`config.mk`:
```
export PLATFORM = sky130hd
export DESIGN_NAME = regbank_port_ctrl
export DESIGN_NICKNAME = d
export VERILOG_FILES = /design/src/rtl/regbank_pkg.sv /design/src/rtl/regbank_wr_fifo.sv /design/src/rtl/regbank_port_ctrl.sv
export SDC_FILE = /design/constraint.sdc
export NUM_CORES = 1
export LEC_CHECK = 0
export CAP_MARGIN = 25
export CORE_MARGIN = 2
export CORE_UTILIZATION = 34
export DETAILED_ROUTE_END_ITERATION = 10
export GPL_ROUTABILITY_DRIVEN = 0
export MAX_ROUTING_LAYER = met4
export PLACE_DENSITY = 0.69
export SYNTH_ARGS = -nofsm -noshare
export SYNTH_HDL_FRONTEND = slang
export SYNTH_SLANG_ARGS = --single-unit
```
`constraint.sdc`:
```
create_clock -name clk -period 4.2 [get_ports clk]
set_clock_uncertainty 0.15 [all_clocks]
set_input_delay 1.26 -clock clk [delete_from_list [all_inputs] [get_ports clk]]
set_output_delay 1.26 -clock clk [all_outputs]
set_load 0.1 [all_outputs]
```
`src/rtl/regbank_pkg.sv`:
```
// Shared types and sizes for the register_bank initiator port.
package regbank_pkg;

  localparam int REG_W = 8;
  localparam int IDX_W = 3;
  localparam int NREGS = 8;

  typedef struct packed {
    logic [IDX_W-1:0] idx;
    logic [REG_W-1:0] data;
  } wr_entry_t;

  function automatic logic idx_hit(input logic vld, input logic [IDX_W-1:0] ent_idx,
                                   input logic [IDX_W-1:0] rd_idx);
    return vld && (ent_idx == rd_idx);
  endfunction

endpackage

```
`src/rtl/regbank_wr_fifo.sv`:
```
// Write-buffer FIFO; entries are presented oldest-first so the match logic
// can pick the youngest hit by scanning upward.
module regbank_wr_fifo
  import regbank_pkg::*;
#(
  parameter int DEPTH = 4
) (
  input  logic                      clk,
  input  logic                      rst,
  input  logic                      push,
  input  wr_entry_t                 push_entry,
  input  logic                      pop,
  output logic                      full,
  output logic                      empty,
  output logic [$clog2(DEPTH):0]    count,
  output logic [DEPTH-1:0]          ent_valid,
  output wr_entry_t [DEPTH-1:0]     ent
);

  localparam int PTR_W = $clog2(DEPTH);
  localparam int CNT_W = PTR_W + 1;

  wr_entry_t        mem_r [DEPTH];
  logic [PTR_W-1:0] rd_ptr_r;
  logic [PTR_W-1:0] wr_ptr_r;
  logic [CNT_W-1:0] cnt_r;
  logic             push_s;
  logic             pop_s;

  assign full   = (cnt_r == CNT_W'(DEPTH));
  assign empty  = (cnt_r == {CNT_W{1'b0}});
  assign count  = cnt_r;
  // a pop in the same cycle never frees a slot for a push when full
  assign push_s = push && !full;
  assign pop_s  = pop && !empty;

  // Pointer and occupancy state
  always_ff @(posedge clk) begin
    if (rst) begin
      rd_ptr_r <= {PTR_W{1'b0}};
      wr_ptr_r <= {PTR_W{1'b0}};
      cnt_r    <= {CNT_W{1'b0}};
    end else begin
      if (push_s) begin
        wr_ptr_r <= wr_ptr_r + 1'b1;
      end
      if (pop_s) begin
        rd_ptr_r <= rd_ptr_r + 1'b1;
      end
      case ({push_s, pop_s})
        2'b10:   cnt_r <= cnt_r + 1'b1;
        2'b01:   cnt_r <= cnt_r - 1'b1;
        default: cnt_r <= cnt_r;
      endcase
    end
  end

  // Entry storage
  always_ff @(posedge clk) begin
    if (push_s) begin
      mem_r[wr_ptr_r] <= push_entry;
    end
  end

  // Age-ordered view: slot 0 is the head
  always_comb begin
    ent       = '0;
    ent_valid = '0;
    for (int k = 0; k < DEPTH; k++) begin
      ent[k]       = mem_r[rd_ptr_r + PTR_W'(k)];
      ent_valid[k] = (CNT_W'(k) < cnt_r);
    end
  end

endmodule

```
`src/rtl/regbank_port_ctrl.sv`:
```
// Initiator side of the register_bank port: buffered writes, registered operand reads.
// Build option REGBANK_BYPASS_EN: forward buffered write data instead of stalling reads.
module regbank_port_ctrl
  import regbank_pkg::*;
#(
  parameter int DEPTH = 4
) (
  input  logic                   clk,
  input  logic                   rst,
  input  logic                   rd_valid,
  output logic                   rd_ready,
  input  logic [IDX_W-1:0]       rd_ia,
  input  logic [IDX_W-1:0]       rd_ib,
  output logic                   rsp_valid,
  input  logic                   rsp_ready,
  output logic [REG_W-1:0]       rsp_a,
  output logic [REG_W-1:0]       rsp_b,
  input  logic                   wr_valid,
  output logic                   wr_ready,
  input  logic [IDX_W-1:0]       wr_idx,
  input  logic [REG_W-1:0]       wr_data,
  input  logic                   drain_en,
  output logic [$clog2(DEPTH):0] wr_pending,
  output logic [IDX_W-1:0]       bank_ri_a,
  output logic [IDX_W-1:0]       bank_ri_b,
  output logic [IDX_W-1:0]       bank_ri_d,
  output logic                   bank_rw,
  output logic [REG_W-1:0]       bank_d,
  input  logic [REG_W-1:0]       bank_a,
  input  logic [REG_W-1:0]       bank_b
);

  logic                  full_s;
  logic                  empty_s;
  logic [DEPTH-1:0]      ent_valid_s;
  wr_entry_t [DEPTH-1:0] ent_s;
  wr_entry_t             push_entry_s;
  logic                  match_a_s;
  logic                  match_b_s;
  logic [REG_W-1:0]      byp_a_s;
  logic [REG_W-1:0]      byp_b_s;
  logic                  stall_s;
  logic [REG_W-1:0]      opa_s;
  logic [REG_W-1:0]      opb_s;
  logic                  rd_accept_s;
  logic                  rsp_valid_r;
  logic [REG_W-1:0]      rsp_a_r;
  logic [REG_W-1:0]      rsp_b_r;

  assign push_entry_s = '{idx: wr_idx, data: wr_data};

  regbank_wr_fifo #(.DEPTH(DEPTH)) u_wr_fifo (
    .clk        (clk),
    .rst        (rst),
    .push       (wr_valid),
    .push_entry (push_entry_s),
    .pop        (drain_en),
    .full       (full_s),
    .empty      (empty_s),
    .count      (wr_pending),
    .ent_valid  (ent_valid_s),
    .ent        (ent_s)
  );

  assign wr_ready  = !full_s;
  assign bank_rw   = drain_en && !empty_s;
  assign bank_ri_d = ent_s[0].idx;
  assign bank_d    = ent_s[0].data;
  assign bank_ri_a = rd_ia;
  assign bank_ri_b = rd_ib;

  // Hazard scan over the current buffer; later (younger) hits override earlier ones.
  // A write pushed this cycle is not yet visible, which orders it after the read.
  always_comb begin
    match_a_s = 1'b0;
    match_b_s = 1'b0;
    byp_a_s   = {REG_W{1'b0}};
    byp_b_s   = {REG_W{1'b0}};
    for (int k = 0; k < DEPTH; k++) begin
      if (idx_hit(ent_valid_s[k], ent_s[k].idx, rd_ia)) begin
        match_a_s = 1'b1;
        byp_a_s   = ent_s[k].data;
      end else begin
        byp_a_s   = byp_a_s;
      end
      if (idx_hit(ent_valid_s[k], ent_s[k].idx, rd_ib)) begin
        match_b_s = 1'b1;
        byp_b_s   = ent_s[k].data;
      end else begin
        byp_b_s   = byp_b_s;
      end
    end
  end

  // Operand source and stall selection
  always_comb begin
`ifdef REGBANK_BYPASS_EN
    stall_s = 1'b0;
    opa_s   = match_a_s ? byp_a_s : bank_a;
    opb_s   = match_b_s ? byp_b_s : bank_b;
`else
    stall_s = match_a_s || match_b_s;
    opa_s   = bank_a;
    opb_s   = bank_b;
`endif
  end

`ifndef REGBANK_BYPASS_EN
  logic unused_byp_s;
  assign unused_byp_s = ^{byp_a_s, byp_b_s};
`endif

  assign rd_ready    = (!rsp_valid_r || rsp_ready) && !stall_s;
  assign rd_accept_s = rd_valid && rd_ready;

  // Response register; held while the consumer back-pressures
  always_ff @(posedge clk) begin
    if (rst) begin
      rsp_valid_r <= 1'b0;
      rsp_a_r     <= {REG_W{1'b0}};
      rsp_b_r     <= {REG_W{1'b0}};
    end else if (rd_accept_s) begin
      rsp_valid_r <= 1'b1;
      rsp_a_r     <= opa_s;
      rsp_b_r     <= opb_s;
    end else if (rsp_ready) begin
      rsp_valid_r <= 1'b0;
    end else begin
      rsp_valid_r <= rsp_valid_r;
    end
  end

  assign rsp_valid = rsp_valid_r;
  assign rsp_a     = rsp_a_r;
  assign rsp_b     = rsp_b_r;

endmodule

```
==> results of run 1 <==
-- report_power, final --
| part | switching, mW | total (mW) | leakage (nW) | internal [mW] |
|---|---|---|---|---|
| sequential | 0.0883 | 0.925 | 0.618 | 0.837 |
| clock | 0.266 | 0.480 | 0.0778 | 0.214 |
| combinational | 1.22 | 1.79 | 0.997 | 0.576 |
| total | 1.57 | 3.20 | 1.69 | 1.63 |
-- worst paths after layout --
check / from / to / slack, ps / cells past startpoint
min: rsp_b[5] / rsp_b[5] / 330 / 2
max: rd_ia[1] / rd_ready / 60 / 6
min reg2reg: rsp_b[5] / rsp_b[5] / 330 / 2
max reg2reg: u_wr_fifo.rd_ptr_r[1] / rsp_a[2] / 950 / 10
-- layout by cell type, fill, tap and decap left out --
cell              n
nand2_1           4
ha_1              9
clkinvlp_4        3
inv_2             1
a41oi_2           1
dfxtp_1          26
buf_12            8
mux4_2           13
nor3_4            1
xor2_1            3
o21ai_0           2
edfxtp_1         44
clkbuf_8          9
inv_6             1
buf_4            27
dlymetal6s2s_1    4
a21boi_2          1
mux4_1            7
xnor2_1          26
clkdlybuf4s50_1  52
and2_1            1
or3_1             1
nand3_1           2
nor4b_4           1
clkinv_4          1
clkinvlp_2        1
mux2i_1          17
inv_1             5
nor2b_2           1
a21oi_2           1
o21ba_1           1
and3_1            4
nand2b_1         32
clkinv_2          1
nand4_1           6
nor2_1           11
a211oi_1          1
a21oi_1           2
buf_16            1
-- stage by stage --
step,util,hold WS (ps),setup slack (ps)
final,0.473,326,64.6
after global routing,0.473,345,-15.7
after CTS,0.467,327,24.2
after detailed placement,0.449,311,29.3
after global placement,0.449,307,89.9
after floorplan,-,388,76.0
-- cell families after synthesis --
group | share of synthesized area
buffers and inverters | 0.0509
AO/OA/AOI/OAI | 0.0181
AND/OR/NAND/NOR | 0.107
XOR/XNOR | 0.0733
adder cells (fa/ha/maj) | 0.0325
multiplexers | 0.187
flip-flops | 0.532
-- layer usage --
layer,routed length [um],up-vias,track usage,part of all wire
met1,3070,1020,0.159,0.43
met2,3590,47,0.220,0.51
met4,85,0,0.0457,0.012
met3,330,8,0.0474,0.047
met5,0,-,-,0
li1,-,1055,-,-
-- repair_timing --
item                       4_1_cts  5_1_grt
hold endpoints to repair         0        0
gates resized for setup          0        5
setup endpoints to repair        0        1
buffers inserted                 0        2
-- flip-flops by register name (all words and copies together), names as in the netlist, named ones only --
| register | count |
|---|---|
| u_wr_fifo.wr_ptr_r | 2 |
| rsp_a | 8 |
| u_wr_fifo.mem_r | 44 |
| u_wr_fifo.rd_ptr_r | 2 |
| rsp_valid | 1 |
| u_wr_fifo.count | 3 |
| rsp_b | 8 |
-- worst reg2reg max path, cell delays in order (launching register included) --
cell	delay, ps
dfxtp_1	610
mux4_2	610
xnor2_1	180
a41oi_2	210
nand4_1	190
buf_4	190
buf_4	120
buf_4	130
nor4b_4	220
buf_4	340
mux2i_1	240
-- area by class of cell --
cell class / instances / share of cell area
clock buffer: 9 / 0.0267
clock inverter: 7 / 0.0108
inverter: 6 / 0.00485
multi-input combinational: 148 / 0.318
sequential: 70 / 0.397
tap: 133 / 0.0358
timing repair buffer: 92 / 0.207
==> results.yml, run 1 <==
logic_synthesis:
  ys_warn_count: 0
  synth-async-reset-ratio: 0
  synth_area_leader_cell: "edfxtp_1"
  syn_nets: 294
  ys.flop_type: "edfxtp_1"
  ys_seq_area_frac: 0.532
  syn_avg_cell_area_um2: 14.1
  synthCells: 246
  synthTopCellsByArea: "edfxtp_1 (38%), dfxtp_1 (15%), mux4_2 (8.5%)"
  synthDistinctLibCells: 34
  yosysMostFrequentCell: "edfxtp_1"
  synth_commonest_cells: "edfxtp_1 (44), nand2b_1 (32), dfxtp_1 (26), xnor2_1 (26), mux2i_1 (17)"
  synth_top_cell_area_share: 0.381
  synth_area_um2: 3460
  ys_ff_latch: 70
  synth_edf_count: 44
pwr:
  cellPowerDensity_nw_per_um2: 688
  power.total_mw: 3.20
  vdd_ir_drop_max_v: 0.000407
  cellLeakagePower_nw: 1.69
finish:
  drive_above_1_share: 0.217
  nets: 375
  antenna_cells: 0
  multi_input_area_um2: 1480
  synthToLayoutAreaGrowth_pct: 34.0
  seq_area_um2: 1840
  stdcell_area_um2: 4640
  finalNonFillerCells: 465
  nFillCells: 910
job:
  drv_cap: 0
placement:
  hpwl_mm: 5.10
  io_buffer_count: 78
  placed_cells: 446
  place_area_um2: 4410
clock_tree:
  cts.sinks: 70
  clock_path_buffers: 2
  cts_hold_buf: 0
  clkTransAtPathRegs_ps: 70
  clkLatencyLatePin_ps: 350
  root_buffer: "clkbuf_8"
  cts_inserted_buffers: 9
  cts_tree: "built"
  htreeDepth: 3
sta:
  period_share: 0.985
  fmax_ghz: 0.242
  setup_viol: 0
  finalHoldViolCount: 0
  finalSetupTns_ps: 0
  finalMaxSlewViolations: 0
  worstMarginPinSlew_ps: 1010
  fin_crit_ps: 4140
  slew_headroom: 0.324
status:
  outcome: "finished, final reports clean"
floorplan:
  rows: 36
  coreArea_um2: 9820
  initial_core_util: 0.353
  io_pins: 79
  die_area_um2: 11000
  die_x_um: 105
  die_y_um: 105
setup_path:
  endpoint_kind: "primary output"
  critical_path.top_delay_family: "buffers and inverters"
  critical_path.cell_chain: "clkdlybuf4s50_1 > xnor2_1 > a41oi_2 > nand4_1 > nor3_4 > buf_12"
  crit_arrival_ps: 2730
  cpPeakStageDelay_ps: 510
  crit_type: "primary input to primary output"
  required_ps: 2790
  critPathLaunchType: "primary input"
  critPathBufInv: 2
  slowest_stage: "clkdlybuf4s50_1"
  crit_path_max_fanout: 2
global_routing:
  overflow: 0
  grt_pass1_wl_mm: 11.1
  grt_pass1_vias: 2168
  antenna_found_initial: 0
  grt_usage: 0.136
  grt_max_degree: 42
routing:
  vias: 2130
  ant_nets: 0
  drt_iter0_drc: 65
  wl_per_cell_um: 15.2
  drt-vias-per-instance: 4.58
  wirelength_mm: 7.07
  drc: 0
  firstDrtPassIters: 4
min_path:
  hold_path.class: "register to register"
(Power assumes the default switching activity.)
==> run 2, diff against run 1 <==
Settings changed: HOLD_SLACK_MARGIN set to 0.1, SLEW_MARGIN set to 0.
==> results of run 2 <==
Final layout, timing and power as in run 1 (identical DEF).
==> run 3, diff against run 2 <==
Settings changed: SETUP_SLACK_MARGIN set to 0.3.
==> results.yml, run 3 (synthesis gave the netlist of run 1 again) <==
setup_path:
  rrSetupSlack_ps: 990
  crit_arrival_ps: 2440
  required_ps: 2790
  crit_path_max_fanout: 5
  crit_path_end: "rd_ready"
  r2r_start: "u_wr_fifo.rd_ptr_r[1]"
  cp-startpoint: "rd_ib[2]"
  r2r_end: "rsp_a[2]"
  r2r_cells: 11
  crit_type: "primary input to primary output"
  endpoint_kind: "primary output"
  critPathLaunchType: "primary input"
clock_tree:
  htreeDepth: 3
  cts_inserted_buffers: 9
  cts_hold_buf: 0
  clkLatencyLatePin_ps: 350
  clkTransAtPathRegs_ps: 80
  cts.sinks: 70
  cts_tree: "built"
  clock_path_buffers: 2
  root_buffer: "clkbuf_8"
routing:
  wirelength_mm: 7.18
  ant_nets: 0
  vias: 2159
  drt_iter0_drc: 76
  firstDrtPassIters: 4
  drt-vias-per-instance: 4.63
  drc: 0
  wl_per_cell_um: 15.4
global_routing:
  grt_pass1_vias: 2192
  grt_usage: 0.138
  grt_max_degree: 42
  grt_pass1_wl_mm: 11.2
  overflow: 0
  antenna_found_initial: 0
finish:
  top_register: "u_wr_fifo.mem_r"
  antenna_cells: 0
  mostFrequentLayoutCells: "clkdlybuf4s50_1 (49), edfxtp_1 (44), nand2b_1 (32), buf_4 (26)"
  multi_input_area_um2: 1520
  final_common_cell: "clkdlybuf4s50_1"
  stdcell_area_um2: 4670
  drive_above_1_share: 0.252
  nFillCells: 909
  largest_reg_flops: 44
  seq_area_um2: 1850
  nets: 376
  synthToLayoutAreaGrowth_pct: 34.7
floorplan:
  rows: 36
  coreArea_um2: 9820
  die_area_um2: 11000
  die_y_um: 105
  die_x_um: 105
  io_pins: 79
  initial_core_util: 0.353
job:
  drv_cap: 0
sta:
  rsz0062_at_grt: "no"
  setup_viol: 0
  fmax_ghz: 0.260
  fin_ws_ps: 351
  period_share: 0.917
  finalSetupTns_ps: 0
  worstMarginPinSlew_ps: 1010
  slew_headroom: 0.324
  fin_crit_ps: 3850
  finalMaxSlewViolations: 0
  finalHoldViolCount: 0
placement:
  io_buffer_count: 78
  pre_cts_ws_ps: 29.3
  place_area_um2: 4410
  hpwl_mm: 5.10
pwr:
  cellPowerDensity_nw_per_um2: 692
  vdd_ir_drop_max_v: 0.000407
  cellLeakagePower_nw: 1.69
status:
  outcome: "finished, final reports clean"
min_path:
  hold_path.class: "register to register"
## run 3: cell count changes in the layout (fill, tap and decap cells not counted), moves of 2 or more
cell,before,now
buf_2,0,2
buf_6,0,2
clkbuf_2,0,2
clkdlybuf4s50_1,52,49
dfxtp_1,26,23
dfxtp_2,0,2
dlygate4sd2_1,0,3
dlymetal6s2s_1,4,0
xnor2_1,26,23
xnor2_2,0,3
## run 3: final cells by class
| cell class | count | area share |
|---|---|---|
| flip-flops and latches | 70 | 0.396 |
| multi-input cells | 148 | 0.325 |
| repair buffers | 93 | 0.202 |
| well taps | 133 | 0.0356 |
| clock buffers | 9 | 0.0265 |
| clock inverters | 7 | 0.0107 |
| inverters | 6 | 0.00482 |
## run 3: worst min path at each step
stage                     startpoint               endpoint  slack (ps)  cells past startpoint
2_1_floorplan  u_wr_fifo.wr_ptr_r[0]  u_wr_fifo.wr_ptr_r[0]         390                      2
3_3_place_gp                rsp_b[2]               rsp_b[2]         310                      2
3_5_place_dp                rsp_a[4]               rsp_a[4]         310                      2
4_1_cts                     rsp_a[4]               rsp_a[4]         330                      2
5_1_grt                     rsp_a[4]               rsp_a[4]         350                      2
6_report                    rsp_a[4]               rsp_a[4]         330                      2
## run 3: metrics by stage
step	hold WS [ps]	power, mW	util	std cells
after global placement	307	2.70	0.449	446
after floorplan	388	2.33	-	246
final	326	3.23	0.475	466
after global routing	345	3.36	0.475	466
after CTS	327	3.23	0.471	464
after detailed placement	311	2.72	0.449	446
## run 3: metal layers
metal  routed length (um)  up-vias  track usage  share of wire
met5                    0        -            -              0
met4                  129        0       0.0467          0.018
met3                  322       12       0.0474          0.045
met2                 3640       52        0.224           0.51
met1                 3090     1038        0.159           0.43
li1                     -     1057            -              -
## run 3: worst max-delay path, cell delays in order
cell and delay (ps):
dlygate4sd2_1 310, xnor2_1 160, nand4_1 100, nand4_1 190, nor3_4 210, buf_12 200
## run 3: power breakdown
part	switching [mW]	internal, mW
Clock	0.265	0.214
Combinational	1.23	0.590
Sequential	0.0881	0.839
Total	1.59	1.64
## run 3: timing repair
action                                  in CTS  in global routing
resized for setup                           19                 12
pin swaps                                    6                  3
endpoints found under the setup margin       1                  1
buffers inserted                             2                  1
